**src/rtl/lsu_if.sv**
```systemverilog
// Shared types and the CPU/memory bus bundle of the load/store unit.
// The LSU takes the slave modport; the requester and memory together drive the master side.
package lsu_pkg;
    typedef logic [31:0] addr_t;
    typedef logic [31:0] word_t;
    typedef enum logic [1:0] {SZ_BYTE = 2'b00, SZ_HALF = 2'b01, SZ_WORD = 2'b10, SZ_ILL = 2'b11} size_t;
endpackage

interface lsu_if;
    import lsu_pkg::*;

    logic        req_valid;
    logic        req_ready;
    logic        req_we;
    logic [1:0]  req_size;
    logic        req_unsigned;
    addr_t       req_addr;
    word_t       req_wdata;
    logic        resp_valid;
    word_t       resp_rdata;
    logic        resp_err;
    addr_t       mem_addr;
    word_t       mem_wdata;
    logic        mem_we;
    word_t       mem_rdata;

    modport slave (
        input  req_valid, req_we, req_size, req_unsigned, req_addr, req_wdata, mem_rdata,
        output req_ready, resp_valid, resp_rdata, resp_err, mem_addr, mem_wdata, mem_we
    );

    modport master (
        output req_valid, req_we, req_size, req_unsigned, req_addr, req_wdata, mem_rdata,
        input  req_ready, resp_valid, resp_rdata, resp_err, mem_addr, mem_wdata, mem_we
    );
endinterface

```
**src/rtl/lsu.sv**
```systemverilog
// Load/store unit: one outstanding access to a word-wide memory with a combinational read port.
// Sub-word stores are read-modify-write: read in ACCESS, write the merged word in WRITE.
module lsu
    import lsu_pkg::*;
#(
    parameter int unsigned MEM_BYTES = 1024
) (
    input logic  clk,
    input logic  rst,
    lsu_if.slave bus
);

    typedef enum logic [1:0] {IDLE, ACCESS, WRITE, RESP} state_t;

    state_t     state_q, state_d;
    size_t      size_q;
    logic [1:0] off_q;
    logic       we_q;
    logic       uns_q;
    word_t      wdata_q;
    word_t      merged_q;
    addr_t      mem_addr_q;
    word_t      rdata_q;
    logic       err_q;

    logic       req_err;
    logic       word_store;
    logic [4:0] shamt;
    logic [7:0] byte_sel;
    logic [15:0] half_sel;
    word_t      load_data;
    word_t      lane_mask;
    word_t      merge_data;

    assign req_err = (bus.req_size == SZ_ILL)
                  || (bus.req_size == SZ_HALF && bus.req_addr[0])
                  || (bus.req_size == SZ_WORD && bus.req_addr[1:0] != 2'b00)
                  || (bus.req_addr >= MEM_BYTES);

    assign word_store = we_q && (size_q == SZ_WORD);

    // NOTE: every signal written here gets a default first, so no path leaves it unassigned (no latch).
    always_comb begin
        state_d = state_q;
        unique case (state_q)
            IDLE:    if (bus.req_valid) state_d = req_err ? RESP : ACCESS;
            ACCESS:  state_d = (we_q && !word_store) ? WRITE : RESP;
            WRITE:   state_d = RESP;
            RESP:    state_d = IDLE;
            default: state_d = IDLE;
        endcase
    end

    // Lane extraction and merge, little-endian: byte i lives in bits [8i+7:8i].
    always_comb begin
        shamt    = {off_q, 3'b000};
        byte_sel = bus.mem_rdata[shamt +: 8];
        half_sel = bus.mem_rdata[{off_q[1], 4'b0000} +: 16];
        unique case (size_q)
            SZ_BYTE: load_data = uns_q ? {24'b0, byte_sel} : {{24{byte_sel[7]}}, byte_sel};
            SZ_HALF: load_data = uns_q ? {16'b0, half_sel} : {{16{half_sel[15]}}, half_sel};
            default: load_data = bus.mem_rdata;
        endcase
        lane_mask  = (size_q == SZ_BYTE) ? 32'h0000_00FF : 32'h0000_FFFF;
        merge_data = (bus.mem_rdata & ~(lane_mask << shamt)) | ((wdata_q & lane_mask) << shamt);
    end

    // NOTE: state registers use non-blocking assignments so all flops update together at the edge.
    always_ff @(posedge clk or posedge rst) begin
        if (rst) begin
            state_q    <= IDLE;
            size_q     <= SZ_BYTE;
            off_q      <= 2'b00;
            we_q       <= 1'b0;
            uns_q      <= 1'b0;
            wdata_q    <= '0;
            merged_q   <= '0;
            mem_addr_q <= '0;
            rdata_q    <= '0;
            err_q      <= 1'b0;
        end else begin
            state_q <= state_d;
            unique case (state_q)
                IDLE: if (bus.req_valid) begin
                    size_q     <= size_t'(bus.req_size);
                    off_q      <= bus.req_addr[1:0];
                    we_q       <= bus.req_we;
                    uns_q      <= bus.req_unsigned;
                    wdata_q    <= bus.req_wdata;
                    mem_addr_q <= {bus.req_addr[31:2], 2'b00};
                    if (req_err) begin
                        rdata_q <= '0;
                        err_q   <= 1'b1;
                    end
                end
                ACCESS: begin
                    if (!we_q) begin
                        rdata_q <= load_data;
                        err_q   <= 1'b0;
                    end else if (word_store) begin
                        rdata_q <= '0;
                        err_q   <= 1'b0;
                    end else begin
                        merged_q <= merge_data;
                    end
                end
                WRITE: begin
                    rdata_q <= '0;
                    err_q   <= 1'b0;
                end
                default: ;
            endcase
        end
    end

    // mem_we comes straight from registered state, so reset removes it without waiting for a clock.
    assign bus.mem_we     = (state_q == WRITE) || (state_q == ACCESS && word_store);
    assign bus.mem_wdata  = (state_q == WRITE)                  ? merged_q :
                            (state_q == ACCESS && word_store)   ? wdata_q  : '0;
    assign bus.mem_addr   = mem_addr_q;
    assign bus.req_ready  = (state_q == IDLE);
    assign bus.resp_valid = (state_q == RESP);
    assign bus.resp_rdata = rdata_q;
    assign bus.resp_err   = err_q;

endmodule

```
**src/flat_wrapper.sv**
```systemverilog
// flat-port wrapper written by rule: the top's interface ports become plain ports
module lsu_flat import lsu_pkg::*;
#(
    parameter int unsigned MEM_BYTES = 1024
)
  (clk, rst, bus_req_valid, bus_req_we, bus_req_size, bus_req_unsigned, bus_req_addr, bus_req_wdata, bus_mem_rdata, bus_req_ready, bus_resp_valid, bus_resp_rdata, bus_resp_err, bus_mem_addr, bus_mem_wdata, bus_mem_we);
  lsu_if bus_i ();
  input logic clk;
  input logic rst;
  input wire logic [$bits(bus_i.req_valid)-1:0] bus_req_valid;
  input wire logic [$bits(bus_i.req_we)-1:0] bus_req_we;
  input wire logic [$bits(bus_i.req_size)-1:0] bus_req_size;
  input wire logic [$bits(bus_i.req_unsigned)-1:0] bus_req_unsigned;
  input wire logic [$bits(bus_i.req_addr)-1:0] bus_req_addr;
  input wire logic [$bits(bus_i.req_wdata)-1:0] bus_req_wdata;
  input wire logic [$bits(bus_i.mem_rdata)-1:0] bus_mem_rdata;
  output wire logic [$bits(bus_i.req_ready)-1:0] bus_req_ready;
  output wire logic [$bits(bus_i.resp_valid)-1:0] bus_resp_valid;
  output wire logic [$bits(bus_i.resp_rdata)-1:0] bus_resp_rdata;
  output wire logic [$bits(bus_i.resp_err)-1:0] bus_resp_err;
  output wire logic [$bits(bus_i.mem_addr)-1:0] bus_mem_addr;
  output wire logic [$bits(bus_i.mem_wdata)-1:0] bus_mem_wdata;
  output wire logic [$bits(bus_i.mem_we)-1:0] bus_mem_we;
  assign bus_i.req_valid = bus_req_valid;
  assign bus_i.req_we = bus_req_we;
  assign bus_i.req_size = bus_req_size;
  assign bus_i.req_unsigned = bus_req_unsigned;
  assign bus_i.req_addr = bus_req_addr;
  assign bus_i.req_wdata = bus_req_wdata;
  assign bus_i.mem_rdata = bus_mem_rdata;
  assign bus_req_ready = bus_i.req_ready;
  assign bus_resp_valid = bus_i.resp_valid;
  assign bus_resp_rdata = bus_i.resp_rdata;
  assign bus_resp_err = bus_i.resp_err;
  assign bus_mem_addr = bus_i.mem_addr;
  assign bus_mem_wdata = bus_i.mem_wdata;
  assign bus_mem_we = bus_i.mem_we;
  lsu #(.MEM_BYTES(MEM_BYTES)) u_core (.clk(clk), .rst(rst), .bus(bus_i));
endmodule
```
**config.mk**
```make
export PLATFORM = sky130hd
export DESIGN_NAME = lsu_flat
export DESIGN_NICKNAME = d
export VERILOG_FILES = /design/src/rtl/lsu_if.sv /design/src/rtl/lsu.sv /design/src/flat_wrapper.sv
export SDC_FILE = /design/constraint.sdc
export NUM_CORES = 1
export LEC_CHECK = 0
export ABC_CLOCK_PERIOD_IN_PS = 4300
export BUFFER_PORTS_ARGS = -buffer_cell sky130_fd_sc_hd__clkbuf_2
export CAP_MARGIN = 5
export CORE_AREA = 2 2 134 136
export DETAILED_ROUTE_END_ITERATION = 8
export DIE_AREA = 0 0 136 138
export PLACE_DENSITY = 0.71
export SLEW_MARGIN = 20
export SYNTH_ARGS = -nofsm -noshare
export SYNTH_HDL_FRONTEND = slang
export SYNTH_SLANG_ARGS = --single-unit
```
**constraint.sdc**
```tcl
create_clock -name clk -period 4.3 [get_ports clk]
set_clock_uncertainty 0.1 [all_clocks]
set_input_delay 0.86 -clock clk [delete_from_list [all_inputs] [get_ports clk]]
set_output_delay 0.86 -clock clk [all_outputs]
set_load 0.1 [all_outputs]
```
-- Yosys cells after proc, flatten, opt, wreduce, memory -nomap -nowiden
Cells that the tools add are included.
- input port bits: 103
- word-level logic and storage cells: 68
- flip-flop bits (word level): 135
- bitwise operators: 5
- shift-type cells: 4
- equality and inequality tests: 11
- reduce and logical (&&, ||, !) cells: 17
- $lt $le $gt $ge: 1
- muxes and demuxes: 20
- operator list (operator ; number):
    two-way mux 32 bit ; 8
    one-hot mux 32 bit (3 select lines) ; 1
    bitwise AND 32 bit ; 2
    one-hot mux 32 bit (2 select lines) ; 1
    left shift 32 x 5 -> 32 bit ; 2
    >= comparator 32 x 11 -> 1 bit, second input constant ; 1
    inverter 32 bit ; 1
    OR 32 bit ; 1
    indexed part select 32 x 6 -> 16 bit ; 1
    indexed part select 32 x 6 -> 8 bit ; 1
    two-way mux 16 bit ; 1
    == test 2 bit, second input constant ; 5
    one-hot mux 2 bit (4 select lines) ; 1
    == test 2 x 1 -> 1 bit, second input constant ; 3
    logical AND 1 bit ; 5
    two-way mux 1 bit ; 5
    zero test 2 bit ; 2
    logical OR 1 bit ; 4
    two-way mux 2 bit ; 2
    AND reduction 4 bit ; 1
    != test 3 bit, second input constant ; 1
    one-hot mux 1 bit (3 select lines) ; 1
    AND reduction 3 bit ; 1
    nonzero test 3 bit ; 1
    other kinds (6) ; 6

-- Longest topological paths before layout
- depth after elaboration: 8
- depth in mapped cells: 8
- gate-level depth less buffers: 6

-- Worst setup path before layout
OpenSTA, ideal clock, no wires.
- path kind: register to output
- from: register u_core.state_q[0]
- to: output bus_mem_wdata[10]
- stages on the path, launching flop included: 7
- arrival time: 2.706 ns
- data required time: 3.340 ns
- slack: 0.634 ns
- cell sequence: dfrtp_1 > inv_1 > ha_1 > clkbuf_1 > clkbuf_1 > mux2i_1 > nor2_1
- longest elaborated chain between the ends: 4
- elaborated cells between the ends (all ways): 5
- RTL lines (item ; line ; RTL):
    from (decl) ; lsu.sv:15 ; state_t state_q, state_d;
    from (signal assigned) ; lsu.sv:82 ; state_q <= state_d;
    == test 2 x 1 -> 1 bit ; lsu.sv:119 ; (state_q == ACCESS && word_store) ? wdata_q : '0;
    logical AND 1 bit ; lsu.sv:119 ;
    two-way mux 32 bit ; lsu.sv:119 ;
    two-way mux 32 bit * ; lsu.sv:118 ; assign bus.mem_wdata = (state_q == WRITE) ? merged_q :
    to (decl) ; flat_wrapper.sv:22 ; output wire logic [$bits(bus_i.mem_wdata)-1:0] bus_mem_wdata;
Every way passes the cells marked *; elsewhere a longest branch is shown, timed or not.

-- Final worst setup path
- from: register u_core.state_q[0]
- to: output bus_mem_wdata[28]
Same word-level chain as after synthesis.

==> metrics.md <==
| Metric | Value |
|---|---|
| Status | finished, final reports clean |
| Synth top area cells | dfrtp_1, mux2_2, mux2i_1 |
| Path depth of the worst reg2reg path | 7 |
| Port-buffer cells | 200 |
| Startpoint types | register |
| Post-synthesis cell count | approximately 600 |
| Mapped cell area | 0.006832 mm^2 |
| Overall via count from detail_route | 5,433 |
| Worst Max-Slew Pin Slew | 947.0 ps |
| TritonRoute pass-1 iters | 5 |
| Ys flop type | dfrtp_1 |
| Clock-pin slew on the worst setup and hold paths | ~60 ps |
| Post-CTS sizing | 0 |
| RePlAce Congestion | around 0.87 |
| Fraction of registers with async set/reset | 1.000 |
| Clock Tree Root | clkbuf_16 |
| Layout area overhead | 25.79% |
| CTS Sinks | around 140 |
| Setup TNS | 0 ps |
| WL/cell | ~19 um |
| CP Data Arrival Time | 2610 ps |
| Final HPWL DP | ~14 mm |
| CP endpoint | bus_mem_wdata[28] |
| Syn_area_per_cell | 11.44 um^2 |
| CP required | 3340 ps |
| R2R Path Start | u_core.state_q[0] |
| Initial Util | 0.3896 |
| IO Pins | roughly 200 |
| Cell taking the most area after synthesis | dfrtp_1 |
| EDFF count, synth | 0 |
| Endpoints failing hold | 0 |
| Antenna violations before repair | 0 |
| Ys Warns | 0 |
| Commonest cells in the netlist | dfrtp_1, mux2_2, mux2i_1, nand2_1, o21ai_0 |
| RSZ-0062 raised after global routing | false |
| Hold_buf cts | 0 |
| Tmin final | 3571 ps |
| Crit end category | primary output |
| Final ANT Viol Nets | 0 |
| Critical path type | reg2out |
| # diodes | 0 |
| Drt drc | 0 |
| Max Buffers Root-to-Sink | 2 |
| Count leader, synth | dfrtp_1 |
| Final #Nets | 892 |
| Reg area | 0.003378 mm^2 |
| H-tree depth | 4 |
| Inserted Clock Buffers | 17 |
| Multi-input logic area | 0.003224 mm^2 |
| Global-route wire length before repair | 30.45 mm |
| CTS tree | built |
| Largest net degree at the start of global routing | 90 |
| F_max | 0.2801 GHz |
| Seq/Total Area, Yosys | 0.4945 |
| Vias in the first global route | 5,338 |
| Fillers | around 1,700 |
| Core Box Area | 0.01753 mm^2 |
| Share of cells above drive strength 1 | 0.4214 |
| Slew Viols, Final | 0 |
| HP Class | in2async |
| Die Area | 0.01877 mm^2 |
| Drt total wl | 19.63 mm |
| Synth Register Bits | roughly 140 |
| Yosys cell types | 42 |
| Setup bufs post-CTS | 0 |
| Crit share post-route | 0.8304 |
| Critical path origin | u_core.state_q[0] |
| Worst r2r dst | u_core.bus.resp_err |
| FP Rows | 49 |
| Max-Cap Viols | 0 |
| Vias/cell | 5.306 |
| Grt ovf | 0 |
| Worst R2R Setup Slack | 1670 ps |
| CP Max Fanout | 18 |
| First DRT Iteration DRCs | 376 |
| Top cell type's share of synthesized area | 0.4945 |
| Rel. slew slack | 0.3687 |
| Die Y | 138 um |
| GRT Total Usage | 0.2151 |
| Clock Latency Late Sink | 430 ps |
| Die X | 136 um |
| Setup violators final | 0 |
-- final cells by class --
type                    count  area share
flip-flops and latches    135      0.3931
multi-input cells         404      0.3752
repair buffers            212      0.1284
clock buffers              25     0.05766
well taps                 229     0.03334
inverters                  15    0.006989
clock inverters             4    0.005242
-- registers in the layout, indices dropped and copies added (netlist names) --
signal                 count
u_core.bus.mem_addr       30
u_core.bus.resp_err        1
u_core.bus.resp_rdata     32
u_core.merged_q           32
u_core.off_q               2
u_core.size_q              2
u_core.state_q             2
u_core.uns_q               1
u_core.wdata_q            32
u_core.we_q                1
-- layout by cell type (no fill, tap or decap), drive strengths merged, types with 13 or more instances in the layout --
master / instances
a32o: 17
o21ai: 45
mux2i: 65
dfrtp: 135
o22ai: 16
inv: 13
mux2: 86
clkbuf: 225
nor2: 39
o2bb2ai: 15
nand2: 50
-- logic make-up after synthesis --
group | after synthesis | synth area share
multiplexers | 158 | 0.2617
flip-flops | 135 | 0.4945
AO/OA/AOI/OAI | 122 | 0.1227
AND/OR/NAND/NOR | 118 | 0.07582
buffers and inverters | 59 | 0.03736
adder cells (fa/ha/maj) | 4 | 0.007326
other | 1 | 0.0005489
-- worst min-delay path by stage --
stage / endpoint / slack (ps) / cells after the start
after floorplan: u_core.merged_q[0] / 350 / 2
after CTS: u_core.wdata_q[29] / 280 / 2
final: u_core.wdata_q[29] / 280 / 2
after detailed placement: u_core.merged_q[3] / 370 / 2
after global placement: u_core.merged_q[6] / 360 / 2
after global routing: u_core.wdata_q[24] / 290 / 2
-- critical path, cell delays in order (launching register included) --
cell      delay [ps]
dfrtp_1          400
inv_1            110
ha_2             530
buf_4            410
mux2i_1          150
nor2_1           110
clkbuf_2         460
-- through the flow --
step                cell area, um^2  hold WS (ps)  setup WS [ps]  utilization  cells
finish                         8593         277.2          729.2       0.4901   1024
global route                   8593         288.9          556.8       0.4901   1024
CTS                            8593         276.6          707.0       0.4901   1024
detailed placement             8053         372.8           1148       0.4593    995
global placement               8053         360.7           1264       0.4593    995
floorplan                      6839         349.6          634.0            -    598
-- per-layer routing --
| metal | GRT usage | part of all wire |
|---|---|---|
| met1 | 0.2942 | 0.45 |
| met2 | 0.3264 | 0.46 |
| met3 | 0.06601 | 0.066 |
| met4 | 0.07018 | 0.024 |
| met5 | 0 | 0 |
Power is not shown: default switching activity piles up to over one toggle a cycle in this logic, so the estimate is an artifact.
